===== src/rtl/parallel_serial_tx.sv =====
// parallel_serial_tx
//   Parallel-to-serial transmitter for the clk_32f serial lane. Bytes arrive through a
//   valid/ready handshake into a one-entry holding buffer and are shifted out MSB first,
//   one bit per clock. After reset a burst of COMMA_COUNT comma bytes is sent so the
//   downstream converter can align; afterwards a comma is inserted at every byte boundary
//   where no data byte is buffered.
//
// Ports
//   clk_32f    in   bit clock, rising edge
//   reset      in   synchronous, active-high
//   valid_in   in   data_in holds a byte to transfer
//   data_in    in   [7:0] parallel byte
//   ready_out  out  a byte can be accepted this cycle
//   data_out   out  serial bit (shift register MSB)
//   tx_active  out  high once training has finished
//   byte_start out  first bit of a byte is on data_out

module parallel_serial_tx #(
   parameter logic [7:0]  COMMA       = 8'hBC,
   parameter int unsigned COMMA_COUNT = 4
) (
   input  logic       clk_32f,
   input  logic       reset,
   input  logic       valid_in,
   input  logic [7:0] data_in,
   output logic       ready_out,
   output logic       data_out,
   output logic       tx_active,
   output logic       byte_start
);

   typedef enum logic [0:0] {StTrain, StRun} state_e;

   state_e     state_q, state_d;
   logic [7:0] shreg_q, shreg_d;
   logic [2:0] bitcnt_q, bitcnt_d;
   logic [3:0] comma_cnt_q, comma_cnt_d;
   logic [7:0] buf_data_q, buf_data_d;
   logic       buf_full_q, buf_full_d;

   logic boundary;
   logic accept;

   assign boundary   = (bitcnt_q == 3'd7);
   // At a RUN boundary the buffer drains into the shift register on this same edge,
   // so a new byte can be taken even while the buffer is full.
   assign ready_out  = !buf_full_q || (state_q == StRun && boundary);
   assign accept     = valid_in && ready_out;
   assign data_out   = shreg_q[7];
   assign tx_active  = (state_q == StRun);
   assign byte_start = (bitcnt_q == 3'd0);

   always_comb begin
      state_d     = state_q;
      shreg_d     = shreg_q;
      bitcnt_d    = bitcnt_q;
      comma_cnt_d = comma_cnt_q;
      buf_data_d  = buf_data_q;
      buf_full_d  = buf_full_q;

      if (boundary) begin
         bitcnt_d = 3'd0;
         unique case (state_q)
            StTrain: begin
               // Training never consumes the buffer; a byte taken now waits for RUN.
               shreg_d = COMMA;
               if (comma_cnt_q == 4'(COMMA_COUNT - 1)) begin
                  state_d = StRun;
               end else begin
                  comma_cnt_d = comma_cnt_q + 4'd1;
               end
            end
            StRun: begin
               if (buf_full_q) begin
                  shreg_d    = buf_data_q;
                  buf_full_d = 1'b0;
               end else begin
                  shreg_d = COMMA;
               end
            end
            default: ;
         endcase
      end else begin
         shreg_d  = {shreg_q[6:0], 1'b0};
         bitcnt_d = bitcnt_q + 3'd1;
      end

      // Placed after the drain so a same-cycle refill keeps the buffer full.
      if (accept) begin
         buf_data_d = data_in;
         buf_full_d = 1'b1;
      end
   end

   always_ff @(posedge clk_32f) begin
      if (reset) begin
         state_q     <= StTrain;
         shreg_q     <= COMMA;
         bitcnt_q    <= 3'd0;
         comma_cnt_q <= 4'd0;
         buf_data_q  <= 8'd0;
         buf_full_q  <= 1'b0;
      end else begin
         state_q     <= state_d;
         shreg_q     <= shreg_d;
         bitcnt_q    <= bitcnt_d;
         comma_cnt_q <= comma_cnt_d;
         buf_data_q  <= buf_data_d;
         buf_full_q  <= buf_full_d;
      end
   end

endmodule


===== config.mk =====
export PLATFORM = sky130hd
export DESIGN_NAME = parallel_serial_tx
export DESIGN_NICKNAME = d
export VERILOG_FILES = /design/src/rtl/parallel_serial_tx.sv
export SDC_FILE = /design/constraint.sdc
export NUM_CORES = 1
export LEC_CHECK = 0
export CORE_ASPECT_RATIO = 0.6
export CORE_MARGIN = 2
export CORE_UTILIZATION = 46
export CTS_CLUSTER_DIAMETER = 40
export DETAILED_ROUTE_END_ITERATION = 10
export GPL_ROUTABILITY_DRIVEN = 0
export PLACE_DENSITY = 0.7
export SLEW_MARGIN = 5
export SYNTH_ARGS = -nofsm -noshare
export SYNTH_HDL_FRONTEND = slang
export SYNTH_SLANG_ARGS = --single-unit

===== constraint.sdc =====
create_clock -name clk_32f -period 1.7 [get_ports clk_32f]
set_clock_uncertainty 0.2 [all_clocks]
set_input_delay 0.34 -clock clk_32f [delete_from_list [all_inputs] [get_ports clk_32f]]
set_output_delay 0.34 -clock clk_32f [all_outputs]
set_load 0.005 [all_outputs]

# [Word level (Yosys, flattened, before mapping)]
# Cells that the tools add are included.
# W data, S select, Z words.
[classes] addsub=2 eq_ne=2 muxes=8 bitwise=3 reduce_logical=11
[ops] op="$mux W8" n=2
[ops] op="$pmux W8 S2" n=1
[ops] op="$mux W1" n=5
[ops] op="$add A4 B1 Y4 const B" n=1
[ops] op="$eq A4 B2 Y1 const B" n=1
[ops] op="$reduce_bool A2 Y1" n=2
[ops] op="$reduce_or A2 Y1" n=2
[ops] op="$add A3 B1 Y3 const B" n=1
[ops] op="$eq A3 B3 Y1 const B" n=1
[ops] op="$logic_not A3 Y1" n=1
[ops] op="$not A1 Y1" n=3
[ops] op="$reduce_and A3 Y1" n=1
[ops] op="$logic_and A1 B1 Y1" n=2
[ops] op="$reduce_and A2 Y1" n=1
[ops] op="$logic_not A1 Y1" n=1
[ops] op="$logic_or A1 B1 Y1" n=1
[word_totals] ff_bits=25 inputBits=11 word_cells=33

# [Depth between registers and ports, before layout]
# Gate-level depths: netlist of the first run.
[depth] word_depth=6 mapped_depth=6 mapped_depth_nobuf=5

# [Least setup slack after synthesis of the first run]
# No wires, ideal clock.
[synth_path] kind="reg2reg" from="register bitcnt_q[0]" to="register shreg_q[2]" setup_time_ns=0.117 arrival_time_ns=1.302 path_slack_ns=0.081 path_stages_with_launch=6 synth_period_minus_slack_ns=1.619 path_cell_list="dfxtp_1 > ha_1 > ha_1 > or2_1 > clkbuf_1 > o22a_1"
[synth_between] elab_chain_len=2
[synth_rtl] element="start: declaration" line_no="36" source="logic [2:0] bitcnt_q, bitcnt_d;"
[synth_rtl] element="start signal: assignment" line_no="106" source="bitcnt_q <= bitcnt_d;"
[synth_rtl] element="$eq A3 B3 Y1" line_no="44" source="assign boundary = (bitcnt_q == 3'd7);"
[synth_rtl] element="$mux W8" line_no="61" source="if (boundary) begin"
[synth_rtl] element="end signal: assignment" line_no="105" source="shreg_q <= shreg_d;"
[synth_rtl] element="end: declaration" line_no="35" source="logic [7:0] shreg_q, shreg_d;"
# Every way passes these cells.
# A chain may end at the register's enable or synchronous reset.

# [Worst setup path after layout of the first run]
[layout_path] from="register bitcnt_q[0]" to="output port ready_out"
[layout_between] elab_chain_len=3
[layout_rtl] element="$eq A3 B3 Y1" line_no="44"
[layout_rtl] element="$logic_and A1 B1 Y1" line_no="47" source="assign ready_out = !buf_full_q || (state_q == StRun && boundary);"
[layout_rtl] element="$logic_or A1 B1 Y1" line_no="47"
[layout_rtl] element="end: declaration" line_no="26" source="output logic ready_out,"
# Every way passes these cells.

==> metrics.md, run 1 <==
| Metric | Value |
|---|---|
| DRT Pass-1 Iters | `4` |
| Largest net degree at the start of global routing | `14` |
| Initial antenna violation count | `0` |
| Routed len/inst | `roughly 12 um` |
| Vias in the first global route | `between 600 and 700` |
| Finished Core Util | `0.638` |
| Met3 usage | `0.0495` |
| Register bit count reported by yosys | `25` |
| CP Buf/Inv Count | `1` |
| Slowest CP cell | `dfxtp_4` |
| Hold Crit Class | `reg2reg` |
| Global route hottest layer | `met2` |
| DIE WIDTH | `65.4 um` |
| Iter 0 DRT Violations | `12` |
| P&R area growth vs syn | `31.6%` |
| Die Area | `0.00267 mm2` |
| Core footprint | `around 0.0021 mm2` |
| TritonCTS buffer count | `3` |
| Crit end category | `output port` |
| Worst-Skew Late Latency | `about 260 ps` |
| Violated checks | `negative setup slack` |
| RSZ-0062 raised after global routing | `yes` |
| Worst Hold Depth | `1` |
| Worst r2r path cells | `5` |
| Total negative slack | `-1.24 ps` |
| Ys Warns | `0` |
| DR vias/cell | `about 4.7` |
| End of the worst hold path | `shreg_q[1]` |
| Starting density of the core | `0.484` |
| Crit path launch type | `register` |
| PD cells | `approximately 800 mW/mm2` |
| Largest stage delay on the critical path | `approximately 360 ps` |
| FF-to-FF End | `shreg_q[5]` |
| Worst path cell trace | `ha_4, ha_4, nand2_2, nand2_1, buf_2` |
| ANT nets after route | `0` |
| Max-cap violations | `0` |
| Design Area, Final | `between 0.001 and 0.0015 mm2` |
| Die H | `approximately 40 um` |
| I/O pin count | `15` |
| Final Max Slew Viols | `0` |
| Syn_nets | `between 100 and 150` |
| Tmin final | `between 1500 and 2000 ps` |
| Clk root buf | `clkbuf_8` |
| Setup Crit Path Kind | `reg2out` |
| Detailed-route DRC error count | `0` |
| Dpl hpwl | `between 1 and 1.5 mm` |
| Reg2Reg Launch Point | `bitcnt_q[0]` |
| Ranking of synthesized cells by area | `dfxtp_1 48%, nand2b_1 11%, mux2i_1 9.6%` |
| Avg Synthesized Cell Area | `10.4 um2` |
| Post-placement cell area | `0.00127 mm2` |
| GR Util All Layers | `0.150` |
| Critical Path Source | `bitcnt_q[0]` |
| CTS tree | `built` |
| Most common cell after layout, fill and taps aside | `dfxtp_1` |
| Synth unique cells | `28` |
| Area leader, netlist | `dfxtp_1` |
| CP required | `approximately 1200 ps` |
| Met1 usage | `0.207` |
| Outcome | `finished, violations left` |
| # clock sinks | `25` |
| Setup slack, reg-to-reg | `approximately 90 ps` |
| Final Hold Fails | `0` |
| Most frequent cells in the layout | `22 x dfxtp_1, 18 x nand2b_1, 12 x clkdlybuf4s50_1` |
| Yosys top cell area share | `0.481` |
| Worst slew margin | `0.779` |
| # hold bufs at CTS | `0` |
| Min-delay src | `shreg_q[0]` |
| Sequential share of the synthesized area | `0.481` |
| Period utilization | `1.00` |
| Most used cell, CP | `ha_4` |
| Final WL | `about 1.8 mm` |
| Vias post-DR | `around 720` |
| Clock Pin Slew Worst Setup and Hold Paths | `around 80 ps` |
| Grt ovf | `0` |
| Leakage power | `roughly 0.54 nW` |
| CTS H-tree depth | `1` |
| CP delay by family, top | `flip-flops` |
| Layout cell share with drive strength beyond 1 | `0.236` |
| Worst EP arrival | `~1200 ps` |
| Diodes inserted | `0` |
| FP Rows | `13` |
| First-pass GRT wire length | `2.86 mm` |
| Fin worst setup slack | `-1.24 ps` |
| Syn Std Cell Area | `0.00104 mm2` |
| Worst-margin pin slew | `~330 ps` |
| Longest Clk Path Bufs | `2` |
| Gate Count Post-Synth | `100` |
| Power, Total | `approximately 1.1 mW` |
| Final Setup Violations | `1` |
| Final net count | `roughly 140` |
| Fmax | `approximately 590 MHz` |
| Max VDD drop | `392 uV` |
| Met2 Usage GRT | `0.227` |
| Crit path max fanout | `2` |
| PortBufs | `14` |
| Hold slack | `between 200 and 300 ps` |
[area by class of cell]
cell class	instances	area, um2
multi-input cells	68	546
clock buffers	4	45.0
well taps	30	37.5
fillers	185	778
repair buffers	24	221
inverters	2	10.0
flip-flops and latches	25	509
[synthesized netlist by cell type, drive strengths merged]
| library cell | number |
|---|---|
| mux2 | 1 |
| nand3 | 1 |
| nor2b | 3 |
| nand3b | 1 |
| o22a | 5 |
| and2 | 3 |
| or3 | 1 |
| nand2b | 19 |
| o21ai | 1 |
| nor2 | 7 |
| or2 | 1 |
| nand4b | 1 |
| dfxtp | 25 |
| a22o | 2 |
| inv | 2 |
| ha | 4 |
| clkbuf | 3 |
| nand2 | 2 |
| a21boi | 1 |
| a21oi | 3 |
| nor3b | 2 |
| mux2i | 10 |
| buf | 2 |
[metrics by stage]
step | setup slack (ps) | cells
final | -1.24 | 153
after global placement | -97.8 | 148
after floorplan | 80.6 | 100
after detailed placement | -110 | 148
after CTS | -26.9 | 152
after global routing | -58.4 | 153
[sequential cells by signal, indices dropped and copies added, names as in the netlist]
register	flops
comma_cnt_q	4
buf_data_q	8
bitcnt_q	3
tx_active	1
shreg_q	8
buf_full_q	1
[worst reg2reg max path, stage by stage (launching register included)]
cell,delay (ps)
dfxtp_4,360
ha_4,160
ha_4,150
buf_4,150
or2_4,280
o22a_1,200
[kinds of logic after synthesis]
group / share of synthesized area
and+or+nand+nor: 0.239
adders and majority gates: 0.0481
muxes: 0.107
buffers and inverters: 0.0349
AOI/OAI and AO/OA: 0.0890
DFF: 0.481
[power breakdown]
part | switching (mW) | internal (mW) | total [mW]
registers | 0.0178 | 0.611 | 0.629
logic | 0.0474 | 0.0824 | 0.130
clock network | 0.170 | 0.167 | 0.337
[repair_timing]
item,CTS,global route
resized for setup,16,8
buffers inserted,0,1
pin swaps,0,3
endpoints found under the setup margin,9,18
[layer usage]
metal  share of wire  wire, um
met5               0         0
met4          0.0073        13
met3           0.036        63
met2            0.43       753
met1            0.53       940
[worst max path at each step]
stage | slack (ps) | to | cells past startpoint
global placement | -100 | ready_out | 5
CTS | -30 | ready_out | 5
floorplan | 80 | shreg_q[2] | 5
global route | -60 | ready_out | 5
finish | -1 | ready_out | 5
detailed placement | -110 | ready_out | 5
No activity file was read; power rests on OpenSTA's default activity.
==> run 2: changes to the inputs <==
--- a/config.mk
+++ b/config.mk
@@ -12,6 +12,7 @@
 export DETAILED_ROUTE_END_ITERATION = 10
 export GPL_ROUTABILITY_DRIVEN = 0
 export PLACE_DENSITY = 0.7
+export REMOVE_ABC_BUFFERS = 1
 export SLEW_MARGIN = 5
 export SYNTH_ARGS = -nofsm -noshare
 export SYNTH_HDL_FRONTEND = slang
==> run 2 against run 1 <==
Effect of this change: the run still ends with negative setup slack left; clock-buffer cell count down 1; critical path depth unchanged; clock power grew 1%; non-clock buffer count unchanged; design area grew 0.27%; fmax decreased by 0.87%; setup slack worse by 15 ps; die area stayed put; global-route usage up 1.2 points; core utilization is 0.17 points higher; wire length up 9.2%.
==> metrics.md, run 2 (synthesized netlist as in run 1, its figures left out) <==
| Metric | Value |
|---|---|
| Seq pwr share | `0.572 (-0.002)` |
| Grt ovf | `0 (unchanged)` |
| Pre-CTS setup slack | `-116 ps (-5.58 ps)` |
| Total negative slack | `-16.1 ps (-14.9 ps)` |
| Switching power total | `0.244 mW (+3.8%)` |
| Most common cell after layout, fill and taps aside | `dfxtp_1` |
| ANT nets after route | `0 (unchanged)` |
| Tmin final | `1720 ps (+14.9 ps)` |
| DR vias/cell | `4.83 (+2.2%)` |
| Diodes inserted | `0 (unchanged)` |
| Worst-Skew Late Latency | `260 ps (about the same)` |
| Fmax | `583 MHz (-0.87%)` |
| Starting density of the core | `0.484 (unchanged)` |
| Violated checks | `negative setup slack` |
| Biggest regs | `buf_data_q (8), shreg_q (8), comma_cnt_q (4)` |
| Worst slew margin | `0.805 (+0.0261)` |
| Final Setup Violations | `1 (unchanged)` |
| # clock sinks | `25 (unchanged)` |
| Max-cap violations | `0 (unchanged)` |
| Clk pwr share | `0.309 (about the same)` |
| Final Hold Fails | `0 (unchanged)` |
| PD cells | `803 mW/mm2 (+0.24%)` |
| Most used cell, CP | `ha_4` |
| Largest stage delay on the critical path | `360 ps (about the same)` |
| Max VDD drop | `566 uV (+44%)` |
| Largest net degree at the start of global routing | `22 (+8)` |
| I/O pin count | `15 (unchanged)` |
| Worst EP arrival | `1180 ps (+20 ps)` |
| CP delay by family, top | `flip-flops` |
| Die Area | `0.00267 mm2 (unchanged)` |
| Crit end category | `output port` |
| Sw Ratio | `0.222 (+0.00709)` |
| Fin worst setup slack | `-16.1 ps (-14.9 ps)` |
| DRT Pass-1 Iters | `4 (unchanged)` |
| Worst-margin pin slew | `292 ps (-38.5 ps)` |
| TritonCTS buffer count | `3 (unchanged)` |
| Comb pwr share | `0.119 (about the same)` |
| CTS H-tree depth | `1 (unchanged)` |
| Dpl hpwl | `1.41 mm (+5.7%)` |
| Vias in the first global route | `690 (+7.6%)` |
| CTS tree | `built` |
| CP Buf/Inv Count | `1 (unchanged)` |
| Worst path cell trace | `ha_4, ha_4, nand2_2, nand2_1, buf_2` |
| Layout cell share with drive strength beyond 1 | `0.244 (+0.00813)` |
| Hold slack | `262 ps (+7.98 ps)` |
| First-pass GRT wire length | `3.02 mm (+5.3%)` |
| Slowest CP cell | `dfxtp_4` |
| RSZ-0062 raised after global routing | `yes` |
| Setup Crit Path Kind | `reg2out` |
| Final WL | `1.93 mm (+9.2%)` |
| Routed len/inst | `12.6 um (+9.2%)` |
| Power, Total | `1.10 mW (+0.51%)` |
| Hold Crit Class | `reg2reg` |
| Leakage power | `0.559 nW (+4.0%)` |
| Setup bufs post-CTS | `0 (unchanged)` |
| Initial antenna violation count | `0 (unchanged)` |
| Final net count | `139 (unchanged)` |
| Clock Pin Slew Worst Setup and Hold Paths | `80 ps (about the same)` |
| Core footprint | `0.00215 mm2 (unchanged)` |
| Crit path launch type | `register` |
| Vias post-DR | `739 (+2.2%)` |
| Longest Clk Path Bufs | `2 (unchanged)` |
| Clk root buf | `clkbuf_8` |
| Period utilization | `1.01 (+0.00876)` |
| Iter 0 DRT Violations | `15 (+3)` |
| # hold bufs at CTS | `0 (unchanged)` |
| CP required | `1160 ps (about the same)` |
| Final Max Slew Viols | `0 (unchanged)` |
| Crit path max fanout | `2 (unchanged)` |
| Outcome | `finished, violations left` |
| Internal power | `0.857 mW (-0.39%)` |
| PortBufs | `14 (unchanged)` |
| Detailed-route DRC error count | `0 (unchanged)` |
| Die H | `40.8 um (unchanged)` |
| Layout fillers | `177 (-4.3%)` |
| DIE WIDTH | `65.4 um (unchanged)` |
| Most frequent cells in the layout | `22 x dfxtp_1, 18 x nand2b_1, 11 x clkdlybuf4s50_1` |
| Finished Core Util | `0.639 (+0.00175)` |
| P&R area growth vs syn | `32.0%` |
| GR Util All Layers | `0.163 (+0.0120)` |
| FP Rows | `13 (unchanged)` |
run 2: worst reg2reg max path, cell delays in order, from the launching register on:
cell and delay [ps]:
dfxtp_2 370, ha_4 150, ha_4 120, nand2_2 50
buf_4 140, a21boi_2 140, buf_4 180, mux2i_1 200
run 2: stage by stage:
stage               cell area [um2]  std cells
finish                         1370        153
global route                   1370        153
CTS                            1340        153
detailed placement             1280        149
global placement               1280        149
floorplan                      1010         95
run 2: final timing paths:
path / from / depth (start not counted) / slack [ps] / endpoint
worst max-delay path: bitcnt_q[0] / 5 / -20 / ready_out
worst min-delay path: shreg_q[0] / 1 / 260 / shreg_q[1]
worst max register to register: bitcnt_q[1] / 7 / 70 / buf_data_q[4]
worst min register to register: shreg_q[0] / 1 / 260 / shreg_q[1]
run 2: layout make-up:
class,instances,area [um2],share of cell area
Multi-Input combinational cell,68,546,0.397
Sequential cell,25,509,0.371
Timing Repair Buffer,24,224,0.163
Clock buffer,3,41.3,0.0301
Tap cell,30,37.5,0.0273
Inverter,2,10.0,0.00729
Clock inverter,1,5.00,0.00365
run 2: timing repair:
item                       CTS  global route
pin swaps                    0             3
resized for setup           17             8
setup endpoints to repair   12            10
run 2: routing by layer:
layer  share of wire  GRT usage  up-vias  wire length [um]
li1                -          -      384                 -
met1            0.49      0.185      341               941
met2            0.46      0.286       12               882
met3           0.046     0.0659        2                89
met4           0.010     0.0625        0                20
met5               0          0        -                 0
run 2: power by group through the flow:
| stage | Clock (mW) | Combinational (mW) | Sequential (mW) |
|---|---|---|---|
| detailed placement | 0 | 0.126 | 0.642 |
| floorplan | 0 | 0.0553 | 0.637 |
| CTS | 0.354 | 0.125 | 0.629 |
| global route | 0.378 | 0.143 | 0.634 |
| finish | 0.341 | 0.131 | 0.630 |
| global placement | 0 | 0.123 | 0.640 |
==> run 3: changes to the inputs <==
--- a/config.mk
+++ b/config.mk
@@ -5,13 +5,12 @@
 export SDC_FILE = /design/constraint.sdc
 export NUM_CORES = 1
 export LEC_CHECK = 0
-export CORE_ASPECT_RATIO = 0.6
 export CORE_MARGIN = 2
-export CORE_UTILIZATION = 46
+export CORE_UTILIZATION = 51
 export CTS_CLUSTER_DIAMETER = 40
 export DETAILED_ROUTE_END_ITERATION = 10
 export GPL_ROUTABILITY_DRIVEN = 0
-export PLACE_DENSITY = 0.7
+export PLACE_DENSITY = 0.74
 export REMOVE_ABC_BUFFERS = 1
 export SLEW_MARGIN = 5
 export SYNTH_ARGS = -nofsm -noshare
==> constraint.sdc (replaced) <==
create_clock -name clk_32f -period 1.85 [get_ports clk_32f]
set_clock_uncertainty 0.2 [all_clocks]
set_input_delay 0.37 -clock clk_32f [delete_from_list [all_inputs] [get_ports clk_32f]]
set_output_delay 0.37 -clock clk_32f [all_outputs]
set_load 0.005 [all_outputs]
==> run 3 against run 2 <==
Effect of this change: the run still ends with negative setup slack left; clock-buffer cell count stayed put; setup slack worse by 22 ps; sequential cell count stayed put; combinational power is 5% lower; hold slack worse by 1.5 ps; first-iteration DRC count is 67% lower; largest power group unchanged; highest routed layer unchanged.
==> metrics.md, run 3 (synthesized netlist as in run 1, its figures left out) <==
| Metric | Value |
|---|---|
| Outcome | `finished, violations left` |
| Violated checks | `negative setup slack` |
| DR vias/cell | `5.00 (+3.5%)` |
| TritonCTS buffer count | `3 (unchanged)` |
| Iter 0 DRT Violations | `5 (-10)` |
| FP Rows | `16 (+3)` |
| Total negative slack | `-37.9 ps (-21.8 ps)` |
| Most common cell after layout, fill and taps aside | `dfxtp_1` |
| Max VDD drop | `561 uV (-0.93%)` |
| Vias post-DR | `740 (+0.14%)` |
| Worst-Skew Late Latency | `320 ps (+60 ps)` |
| Most frequent cells in the layout | `22 x dfxtp_1, 18 x nand2b_1, 12 x clkdlybuf4s50_1` |
| Storage element area | `507 um2 (-0.49%)` |
| Pre-CTS setup slack | `-4.15 ps (+112 ps)` |
| Fin worst setup slack | `-37.9 ps (-21.8 ps)` |
| GR Util All Layers | `0.175 (+0.0125)` |
| Leakage power | `0.524 nW (-6.3%)` |
| Finished Core Util | `0.691 (+0.0514)` |
| Worst EP arrival | `1320 ps (+140 ps)` |
| Clk root buf | `clkbuf_4` |
| Layout cell share with drive strength beyond 1 | `0.248 (+0.00403)` |
| Detailed-route DRC error count | `0 (unchanged)` |
| # clock sinks | `25 (unchanged)` |
| Longest Clk Path Bufs | `2 (unchanged)` |
| Final Hold Fails | `0 (unchanged)` |
| PortBufs | `14 (unchanged)` |
| Critical Path Source | `bitcnt_q[0]` |
| Worst r2r path cells | `7 (unchanged)` |
| Die H | `49.2 um (+20%)` |
| Worst-margin pin slew | `341 ps (+49.5 ps)` |
| Final Max Slew Viols | `0 (unchanged)` |
| CP required | `1280 ps (+120 ps)` |
| Final Setup Violations | `1 (unchanged)` |
| Clock Pin Slew Worst Setup and Hold Paths | `140 ps (+60 ps)` |
| Worst slew margin | `0.772 (-0.0331)` |
| Reg2Reg Launch Point | `bitcnt_q[0]` |
| Crit path launch type | `register` |
| DRT Pass-1 Iters | `4 (unchanged)` |
| Vias in the first global route | `750 (+8.7%)` |
| I/O pin count | `15 (unchanged)` |
| Core footprint | `0.00194 mm2 (-9.6%)` |
| Layout fillers | `168 (-5.1%)` |
| Initial antenna violation count | `0 (unchanged)` |
| Grt ovf | `0 (unchanged)` |
| Crit end category | `output port` |
| CTS tree | `built` |
| Biggest regs | `buf_data_q (8), shreg_q (8), comma_cnt_q (4)` |
| Power, Total | `0.959 mW (-13%)` |
| Max-cap violations | `0 (unchanged)` |
| CP Capture Point | `ready_out` |
| Multi-input gate area | `557 um2 (+2.1%)` |
| DIE WIDTH | `49.2 um (-25%)` |
| Setup slack, reg-to-reg | `40 ps (-30 ps)` |
| CTS H-tree depth | `1 (unchanged)` |
| Starting density of the core | `0.535 (+0.0512)` |
| # hold bufs at CTS | `0 (unchanged)` |
| Final net count | `137 (-1.4%)` |
| Period utilization | `1.02` |
| Die Area | `0.00242 mm2 (-9.5%)` |
| ANT nets after route | `0 (unchanged)` |
| Setup Crit Path Kind | `reg2out` |
| PD cells | `715 mW/mm2 (-11%)` |
| Hold Crit Class | `reg2reg` |
| Fmax | `around 530 MHz` |
| Routed len/inst | `12.6 um (about the same)` |
| P&R area growth vs syn | `29.0%` |
| RSZ-0062 raised after global routing | `yes` |
| Largest net degree at the start of global routing | `16 (-27%)` |
| Tmin final | `1890 ps` |
| FF-to-FF End | `shreg_q[4]` |
| Crit path max fanout | `2 (unchanged)` |
| Final WL | `1.87 mm (-3.2%)` |
| First-pass GRT wire length | `3.22 mm (+6.6%)` |
| Diodes inserted | `0 (unchanged)` |
==> run 3: critical path, stage by stage, from the launching register on <==
cell     delay [ps]
dfxtp_2         350
buf_6           110
ha_4            150
ha_4            150
nand2_2          50
nand2_1          50
buf_2           130
==> run 3: layout make-up <==
class / count / area share
well taps: 27 / 0.0252
repair buffers: 22 / 0.154
clock buffers: 3 / 0.0168
inverters: 2 / 0.00560
clock inverters: 1 / 0.00560
multi-input cells: 68 / 0.415
flip-flops and latches: 25 / 0.378
==> run 3: how the worst min path moves through the flow <==
stage / startpoint / to / slack (ps) / cells past startpoint
after floorplan: bitcnt_q[0] / bitcnt_q[0] / 220 / 1
after global placement: shreg_q[0] / shreg_q[1] / 240 / 1
after detailed placement: shreg_q[0] / shreg_q[1] / 240 / 1
after CTS: shreg_q[0] / shreg_q[1] / 280 / 1
after global routing: shreg_q[0] / shreg_q[1] / 300 / 1
final: shreg_q[0] / shreg_q[1] / 260 / 1
==> run 3: layer usage <==
metal	part of all wire	global-route usage	up-vias
met1	0.44	0.218	350
met3	0.033	0.0276	2
met5	0	0	-
met4	0.0053	0.0714	0
li1	-	-	374
met2	0.53	0.300	14
==> run 3: where the power goes <==
part | switching [mW] | internal, mW | leakage [nW]
sequential | 0.0156 | 0.563 | 0.207
clock | 0.173 | 0.0827 | 0.0139
combinational | 0.0461 | 0.0789 | 0.303
total | 0.235 | 0.725 | 0.524
==> run 3: through the flow <==
step	area, um2	hold WS (ps)	std cells
2_1_floorplan	1010	217	95
3_3_place_gp	1240	236	142
3_5_place_dp	1240	238	142
4_1_cts	1310	278	148
5_1_grt	1340	302	148
6_report	1340	261	148
==> run 3: what timing repair did <==
item	in CTS	in global routing
pin swaps	1	2
cloned	0	0
hold endpoints to repair	0	0
setup buffers	2	0
endpoints found under the setup margin	3	5
resized for setup	16	9
